--- config.mk ---
export PLATFORM = sky130hd
export DESIGN_NAME = reg_bank_responder
export DESIGN_NICKNAME = d
export VERILOG_FILES = /design/src/rtl/reg_bank_pkg.sv /design/src/rtl/reg_bank_cell.sv /design/src/rtl/reg_bank_responder.sv
export SDC_FILE = /design/constraint.sdc
export NUM_CORES = 1
export LEC_CHECK = 0
export CAP_MARGIN = 30
export CORE_MARGIN = 2
export CORE_UTILIZATION = 25
export CTS_CLUSTER_DIAMETER = 100
export CTS_CLUSTER_SIZE = 24
export DETAILED_ROUTE_END_ITERATION = 16
export SYNTH_ARGS = -nofsm -noshare
export SYNTH_HDL_FRONTEND = slang
export SYNTH_SLANG_ARGS = --single-unit
--- constraint.sdc ---
create_clock -name clk_i -period 3.95 [get_ports clk_i]
set_input_delay 0.9875 -clock clk_i [delete_from_list [all_inputs] [get_ports clk_i]]
set_output_delay 0.9875 -clock clk_i [all_outputs]
set_load 0.02 [all_outputs]
--- src/rtl/reg_bank_pkg.sv ---
// Shared types and helpers for the register-bank responder and its storage cells.
// Also holds the default register-bus request/response structs used at 32-bit width.
package reg_bank_pkg;

   typedef enum logic [1:0] {
      Idle,
      Wait,
      Resp
   } state_e;

   typedef struct packed {
      logic [31:0] addr;
      logic        write;
      logic [31:0] wdata;
      logic [3:0]  wstrb;
      logic        valid;
   } reg_req_t;

   typedef struct packed {
      logic [31:0] rdata;
      logic        error;
      logic        ready;
   } reg_rsp_t;

   // Number of address bits that select a byte within one bus word.
   function automatic int unsigned byte_off_width(input int unsigned data_width);
      return $clog2(data_width / 8);
   endfunction

endpackage

--- src/rtl/reg_bank_cell.sv ---
// One register of the bank: byte-masked bus write merged with a full-word hardware write.
// Bus bytes with their strobe set take priority; all other bytes follow the hardware write.
module reg_bank_cell #(
   parameter int unsigned          DataWidth = 32,
   parameter logic [DataWidth-1:0] ResetVal  = '0
) (
   input  logic                   clk_i,
   input  logic                   rst_ni,
   input  logic                   bus_we_i,
   input  logic [DataWidth/8-1:0] bus_wstrb_i,
   input  logic [DataWidth-1:0]   bus_wdata_i,
   input  logic                   hw_we_i,
   input  logic [DataWidth-1:0]   hw_wdata_i,
   output logic [DataWidth-1:0]   q_o
);

   localparam int unsigned StrbW = DataWidth / 8;

   logic [DataWidth-1:0] data_q, data_d;

   always_comb begin
      // NOTE: default assigned first so every path drives data_d and no latch is inferred.
      data_d = data_q;
      for (int k = 0; k < StrbW; k++) begin
         if (bus_we_i && bus_wstrb_i[k]) begin
            data_d[8*k +: 8] = bus_wdata_i[8*k +: 8];
         end else if (hw_we_i) begin
            data_d[8*k +: 8] = hw_wdata_i[8*k +: 8];
         end
      end
   end

   // NOTE: each register carries its own reset value, so the bank is flops, not a RAM macro.
   always_ff @(posedge clk_i or negedge rst_ni) begin
      if (!rst_ni) begin
         data_q <= ResetVal;
      end else begin
         // NOTE: non-blocking assignment for state so all flops update from pre-edge values.
         data_q <= data_d;
      end
   end

   assign q_o = data_q;

endmodule

--- src/rtl/reg_bank_responder.sv ---
// Device-side register-bus endpoint: a bank of byte-strobed registers with read-only
// mask, programmable response latency and a hardware-side write port.
module reg_bank_responder
   import reg_bank_pkg::*;
#(
   parameter int unsigned                   NumRegs      = 8,
   parameter int unsigned                   AddrWidth    = 32,
   parameter int unsigned                   DataWidth    = 32,
   parameter int unsigned                   Latency      = 1,
   parameter logic [NumRegs-1:0]            ReadOnlyMask = '0,
   parameter logic [NumRegs*DataWidth-1:0]  ResetVal     = '0,
   parameter type                           req_t        = reg_req_t,
   parameter type                           rsp_t        = reg_rsp_t
) (
   input  logic                                              clk_i,
   input  logic                                              rst_ni,
   input  req_t                                              reg_req_i,
   output rsp_t                                              reg_rsp_o,
   output logic [NumRegs*DataWidth-1:0]                      reg_q_o,
   input  logic                                              hw_we_i,
   input  logic [((NumRegs > 1) ? $clog2(NumRegs) : 1)-1:0]  hw_idx_i,
   input  logic [DataWidth-1:0]                              hw_wdata_i,
   output logic [NumRegs-1:0]                                bus_wr_o
);

   localparam int unsigned OffW     = byte_off_width(DataWidth);
   localparam int unsigned StrbW    = DataWidth / 8;
   localparam int unsigned IdxW     = (NumRegs > 1) ? $clog2(NumRegs) : 1;
   localparam int unsigned IdxFullW = AddrWidth - OffW;
   localparam int unsigned CntW     = (Latency > 1) ? $clog2(Latency) : 1;

   logic [AddrWidth-1:0] addr;
   logic                 write;
   logic [DataWidth-1:0] wdata;
   logic [StrbW-1:0]     wstrb;
   logic                 valid;

   assign addr  = reg_req_i.addr;
   assign write = reg_req_i.write;
   assign wdata = reg_req_i.wdata;
   assign wstrb = reg_req_i.wstrb;
   assign valid = reg_req_i.valid;

   logic [IdxFullW-1:0]  idx_full;
   logic [IdxW-1:0]      idx;
   logic                 in_range;
   logic                 misaligned;
   logic                 acc_err;
   logic                 fire;
   logic                 wr_commit;
   logic [DataWidth-1:0] reg_q [NumRegs];
   logic [DataWidth-1:0] rd_val;
   logic [NumRegs-1:0]   bus_wr_d, bus_wr_q;

   assign idx_full   = addr[AddrWidth-1:OffW];
   assign idx        = idx_full[IdxW-1:0];
   assign in_range   = (idx_full < IdxFullW'(NumRegs));
   assign misaligned = |addr[OffW-1:0];
   assign acc_err    = misaligned || !in_range || (write && ReadOnlyMask[idx]);
   assign rd_val     = reg_q[idx];
   assign wr_commit  = fire && write && !acc_err;

   generate
      if (Latency == 0) begin : g_comb
         assign fire = valid;
      end else begin : g_fsm
         state_e          state_q, state_d;
         logic [CntW-1:0] cnt_q, cnt_d;

         always_ff @(posedge clk_i or negedge rst_ni) begin
            if (!rst_ni) begin
               state_q <= Idle;
               cnt_q   <= '0;
            end else begin
               state_q <= state_d;
               cnt_q   <= cnt_d;
            end
         end

         always_comb begin
            state_d = state_q;
            cnt_d   = cnt_q;
            case (state_q)
               Idle: begin
                  if (valid) begin
                     if (Latency == 1) begin
                        state_d = Resp;
                     end else begin
                        cnt_d   = CntW'(Latency - 1);
                        state_d = Wait;
                     end
                  end
               end
               Wait: begin
                  cnt_d = cnt_q - 1'b1;
                  if (cnt_q == CntW'(1)) state_d = Resp;
               end
               Resp:    state_d = Idle;
               default: state_d = Idle;
            endcase
         end

         // Resp completes even if the requester misbehaves; the property below flags it.
         assign fire = (state_q == Resp);

         valid_held_a: assert property (
            @(posedge clk_i) disable iff (!rst_ni) (state_q != Idle) |-> valid
         );
      end
   endgenerate

   always_comb begin
      reg_rsp_o       = '0;
      reg_rsp_o.ready = fire;
      reg_rsp_o.error = fire && acc_err;
      reg_rsp_o.rdata = (fire && !acc_err && !write) ? rd_val : '0;
   end

   always_comb begin
      bus_wr_d = '0;
      for (int i = 0; i < NumRegs; i++) begin
         bus_wr_d[i] = wr_commit && (idx == IdxW'(i));
      end
   end

   always_ff @(posedge clk_i or negedge rst_ni) begin
      if (!rst_ni) begin
         bus_wr_q <= '0;
      end else begin
         bus_wr_q <= bus_wr_d;
      end
   end

   assign bus_wr_o = bus_wr_q;

   for (genvar i = 0; i < NumRegs; i++) begin : g_cell
      reg_bank_cell #(
         .DataWidth (DataWidth),
         .ResetVal  (ResetVal[i*DataWidth +: DataWidth])
      ) u_cell (
         .clk_i       (clk_i),
         .rst_ni      (rst_ni),
         .bus_we_i    (bus_wr_d[i]),
         .bus_wstrb_i (wstrb),
         .bus_wdata_i (wdata),
         .hw_we_i     (hw_we_i && (hw_idx_i == IdxW'(i))),
         .hw_wdata_i  (hw_wdata_i),
         .q_o         (reg_q[i])
      );
      assign reg_q_o[i*DataWidth +: DataWidth] = reg_q[i];
   end

endmodule

### Yosys cells after proc, flatten, opt, wreduce, memory -nomap -nowiden

Memories as Yosys holds them, arrays and structs flattened.
Index checks and enable logic that the tools add are counted.

* flip-flop bits (word level): 267
* memory bits (read-only): 8
* input port bits: 108
* output and inout port bits: 298
* logic and storage cells: 227
* memories kept: 1

* add/subtract/negate cells: 1
* $lt $le $gt $ge: 3
* equality and inequality tests: 18
* multiplexer cells: 72
* bitwise operators: 1
* reduce and logical (&&, ||, !) cells: 96

Memory list
* (no name shown): depth 8, width 1, rd ports 1, clocked after Yosys merged registers in 0, write ports 0, RTL line reg_bank_responder.sv:59 `assign acc_err = misaligned || !in_range || (write && ReadOnlyMask[idx]);`

Operators with widths (count)
* 8-bit 2-to-1 mux: 64
* 32-bit binary-select mux with 3-bit select: 1
* 32-bit 2-to-1 mux: 3
* 2-bit nonzero test: 32
* 1-bit logical AND: 54
* 30-bit by 4-bit less-than comparator with 1-bit output, second input constant: 1
* 3-bit equality test, second input constant: 8
* 3-bit by 2-bit equality test with 1-bit output, second input constant: 4
* 3-bit by 1-bit equality test with 1-bit output, second input constant: 2
* 3-bit logical NOT: 2
* 4-bit >= comparator, second input constant: 1
* 3-bit by 4-bit less-than comparator with 1-bit output, second input constant: 1
* 2-bit 2-to-1 mux: 2
* 2-bit inequality test, second input constant: 2
* 3-bit NOT with 4-bit output: 1
* 2-bit one-hot mux with 2 select lines: 1
* 1-bit logical NOT: 3
* 2-bit by 1-bit equality test with 1-bit output, second input constant: 1
* 2-bit equality test, second input constant: 1
* 2-bit logical NOT: 1
* 1-bit logical OR: 2
* 2-bit AND reduction: 1
* 2-bit OR reduction: 1
* 1-bit 2-to-1 mux: 1
* 1-bit subtractor, second input constant: 1

### Logic depth before layout (Yosys ltp)

* depth in word-level cells: 9
* mapped depth: 6
* gate-level depth less buffers: 4

### By module

From an unflattened synthesis, not the netlist that was laid out.

* cells, all modules: 1389
* area, all modules: 15772.6 um^2

Modules (own cells, without submodules)
* reg_bank_cell: instances 8, cells an instance 148, area an instance 1655.3 um^2, sequential area each 800.8 um^2
* reg_bank_responder: instances 1, cells an instance 205, area an instance 2529.9 um^2, sequential area each 225.2 um^2

### Worst setup path after synthesis

No wires, ideal clock.

* kind: input to output
* from: input reg_req_i[44] (netlist bit)
* to: output reg_rsp_o[10] (netlist bit)
* data arrival time: 2.300 ns
* data required time: 2.963 ns
* slack: 0.662 ns
* stages: 6
* path buffers: 2
* cell sequence: nor4_1 -> and4_1 -> buf_6 -> nand4b_1 -> clkbuf_1 -> nor2_1

RTL lines
* start, declared: RTL line reg_bank_responder.sv:17 `input req_t reg_req_i,`
* end, declared: RTL line reg_bank_responder.sv:18 `output rsp_t reg_rsp_o,`

==> flow_summary.ini <==
[outcome]
outcome = finished clean

[timing]
max_freq_mhz = 261
tightestPinTransition_ns = 0.861
rsz0062_at_grt = true
fin_crit_ns = 3.83
fin_ws_ns = 0.124
post-route-period-util_pct = 96.9
final-setup-viol-count = 0
skew_ns = 0.0150
maxSlewViolCount = 0
holdWs_ns = 0.511
hold_viol_final = 0
max_slew_margin_pct = 42.6

[cts]
post_cts.repair.setup_buffers = 0
cts.sinks = 265
postCtsHoldBufs = 0
clk_latency_ns = 0.52
root_buffer = clkbuf_16
clk_path_buf_depth = 3
htreeDepth = 1
cts.reportedPaths.clkPinSlew_ns = 0.09
cts_tree = done
numCtsBuffers = 16

[run]
maxCapViolCount = 0

[placement]
post_dp_cell_area_um2 = 21000
dp_hpwl_um = 39900
gp_congestion = 0.775
io_buffer_count = 405
place_ws_ns = -0.261
dp.cells = 2324

[yosys]
synth-edff-count = 0
ys.flop_type = dfrtp_1
synth_area_leader_cell = dfrtp_1
synth_area_leaders = dfrtp_1, mux2_2, mux4_2
yosys_warnings = 0
yosysSeqAreaShare_pct = 42.4
synth_top_area_share_pct = 42.4
ys_types = 27
synth_nets = 1190
synthTopCellsByCount = mux2_2, dfrtp_1, nor2_1
synth.most_common_cell = mux2_2
async_flop_share_pct = 100
synthCells = 1082
synth-seq-cells = 265
synth_area_um2 = 15600
synth_area_per_cell_um2 = 14.4

[floorplan]
core_area_um2 = 61700
dieArea_um2 = 64500
start_util_pct = 25.3
num_rows = 91
num_io_pins = 406
die_y_um = 254
die_w_um = 254

[worst_setup_path]
rr_worst_depth = 4
r2r-end = g_cell[6].u_cell.q_o[2]$_DFFE_PN0P_
cp-start-kind = primary input
crit_type = in2out
crit_path_max_fanout = 32
worstPathRequired_ns = 2.96
r2r_slack_ns = 1.78
reg2reg_from = g_fsm.state_q[1]$_DFFE_PN0P_
worstPathArrival_ns = 2.84
endpoint_kind = output port

[global_routing]
grt_pass1_wl_um = 81000
antenna_found_initial = 3
track_usage_pct = 16.9
grt_max_degree = 98
grt_pass1_vias = 11800
gr-total-overflow = 0

[route]
wl_per_cell_um = 23.8
vias_per_cell = 4.74
final_antenna_net_count = 0
dr.pass1.iters = 6
drtIter0Drc = 580
drt_drc_violations_left = 0
vias = 11100
routed_wl_um = 55800

[finish]
area_growth_pct = 37.0
fin_nets = 1613
fillers = 6056
fin_cells = 2347
final_area_um2 = 21400
drive_above_1_share_pct = 47.2
multi_input_area_um2 = 8680
num_antenna_cells = 0
regArea_um2 = 6630
fin_util_pct = 34.7

[pwr]
p_per_area_nw_per_um2 = 447
leakagePower_uw = 0.00841
peakVddDrop_mv = 0.245

[min_path]
hp-class = in2async
worst max-delay path by stage:
stage,cells past startpoint,to,from,slack (ns)
after global routing,7,reg_rsp_o[26],reg_req_i[48],-0.0006
final,7,reg_rsp_o[26],reg_req_i[50],0.12
after detailed placement,7,reg_rsp_o[22],reg_req_i[60],-0.26
after floorplan,6,reg_rsp_o[10],reg_req_i[44],0.66
after CTS,7,reg_rsp_o[22],reg_req_i[60],0.02
after global placement,7,reg_rsp_o[22],reg_req_i[50],-0.18
registers in the layout (all words and copies together), names as in the netlist:
register           cells
g_cell.u_cell.q_o    256
bus_wr_o               8
g_fsm.state_q          1
worst max-delay path, cell delays in order:
cell and delay, ns:
clkdlybuf4s50_1 0.43, nor4_2 0.29, and4_4 0.26, nand4b_1 0.16
buf_12 0.24, nor2_1 0.12, dlygate4sd2_1 0.33
power by group:
group / total (uW) / leakage (uW) / internal [uW] / switching (uW)
sequential: 3840 / 0.00320 / 3290 / 550
combinational: 3840 / 0.00496 / 2210 / 1630
clock: 1890 / 0.000256 / 891 / 1000
total: 9580 / 0.00841 / 6390 / 3180
cells in the final DEF, fill, tap and decap left out, drive strengths merged, types with 6 or more instances in the layout:
cell,synthesis,routed
mux2,512,512
clkdlybuf4s50,0,368
dfrtp,265,265
nor2,69,69
buf,52,66
mux4,64,64
clkbuf,10,40
mux2i,32,32
nand3,32,32
nor4,10,10
clkdlybuf4s15,0,9
nand2,8,8
nand2b,7,7
nand4b,6,6
per-stage QoR:
step            TNS (ns)  total power, uW
2_1_floorplan          0             5840
3_3_place_gp       -4.93             7690
3_5_place_dp       -6.69             7770
4_1_cts                0             9710
5_1_grt        -0.000595            10100
6_report               0             9580
layer usage:
metal | track usage, % | wire (um) | vias up
li1 | - | - | 4949
met1 | 22.5 | 24500 | 5838
met2 | 28.8 | 27500 | 284
met3 | 3.04 | 2800 | 56
met4 | 3.46 | 960 | 6
met5 | 0 | 31 | -
what timing repair did:
action	in CTS	in global routing
resized for setup	32	57
hold endpoints to repair	0	0
setup endpoints to repair	32	33
pin swaps	0	0
kinds of logic (layout without fill, tap and decap cells):
| family | after synthesis | count (layout) | synth area share [%] |
|---|---|---|---|
| muxes | 608 | 608 | 48.2 |
| DFF | 265 | 265 | 42.4 |
| and+or+nand+nor | 147 | 147 | 7.05 |
| buffers and inverters | 62 | 490 | 2.35 |
cell type report:
| cell class | count | share of cell area (%) |
|---|---|---|
| Tap cell | 837 | 4.89 |
| Clock buffer | 18 | 2.05 |
| Multi-Input combinational cell | 755 | 40.5 |
| Sequential cell | 265 | 31.0 |
| Clock inverter | 5 | 0.374 |
| Timing Repair Buffer | 467 | 21.2 |
No activity file was read; power rests on OpenSTA's default activity.
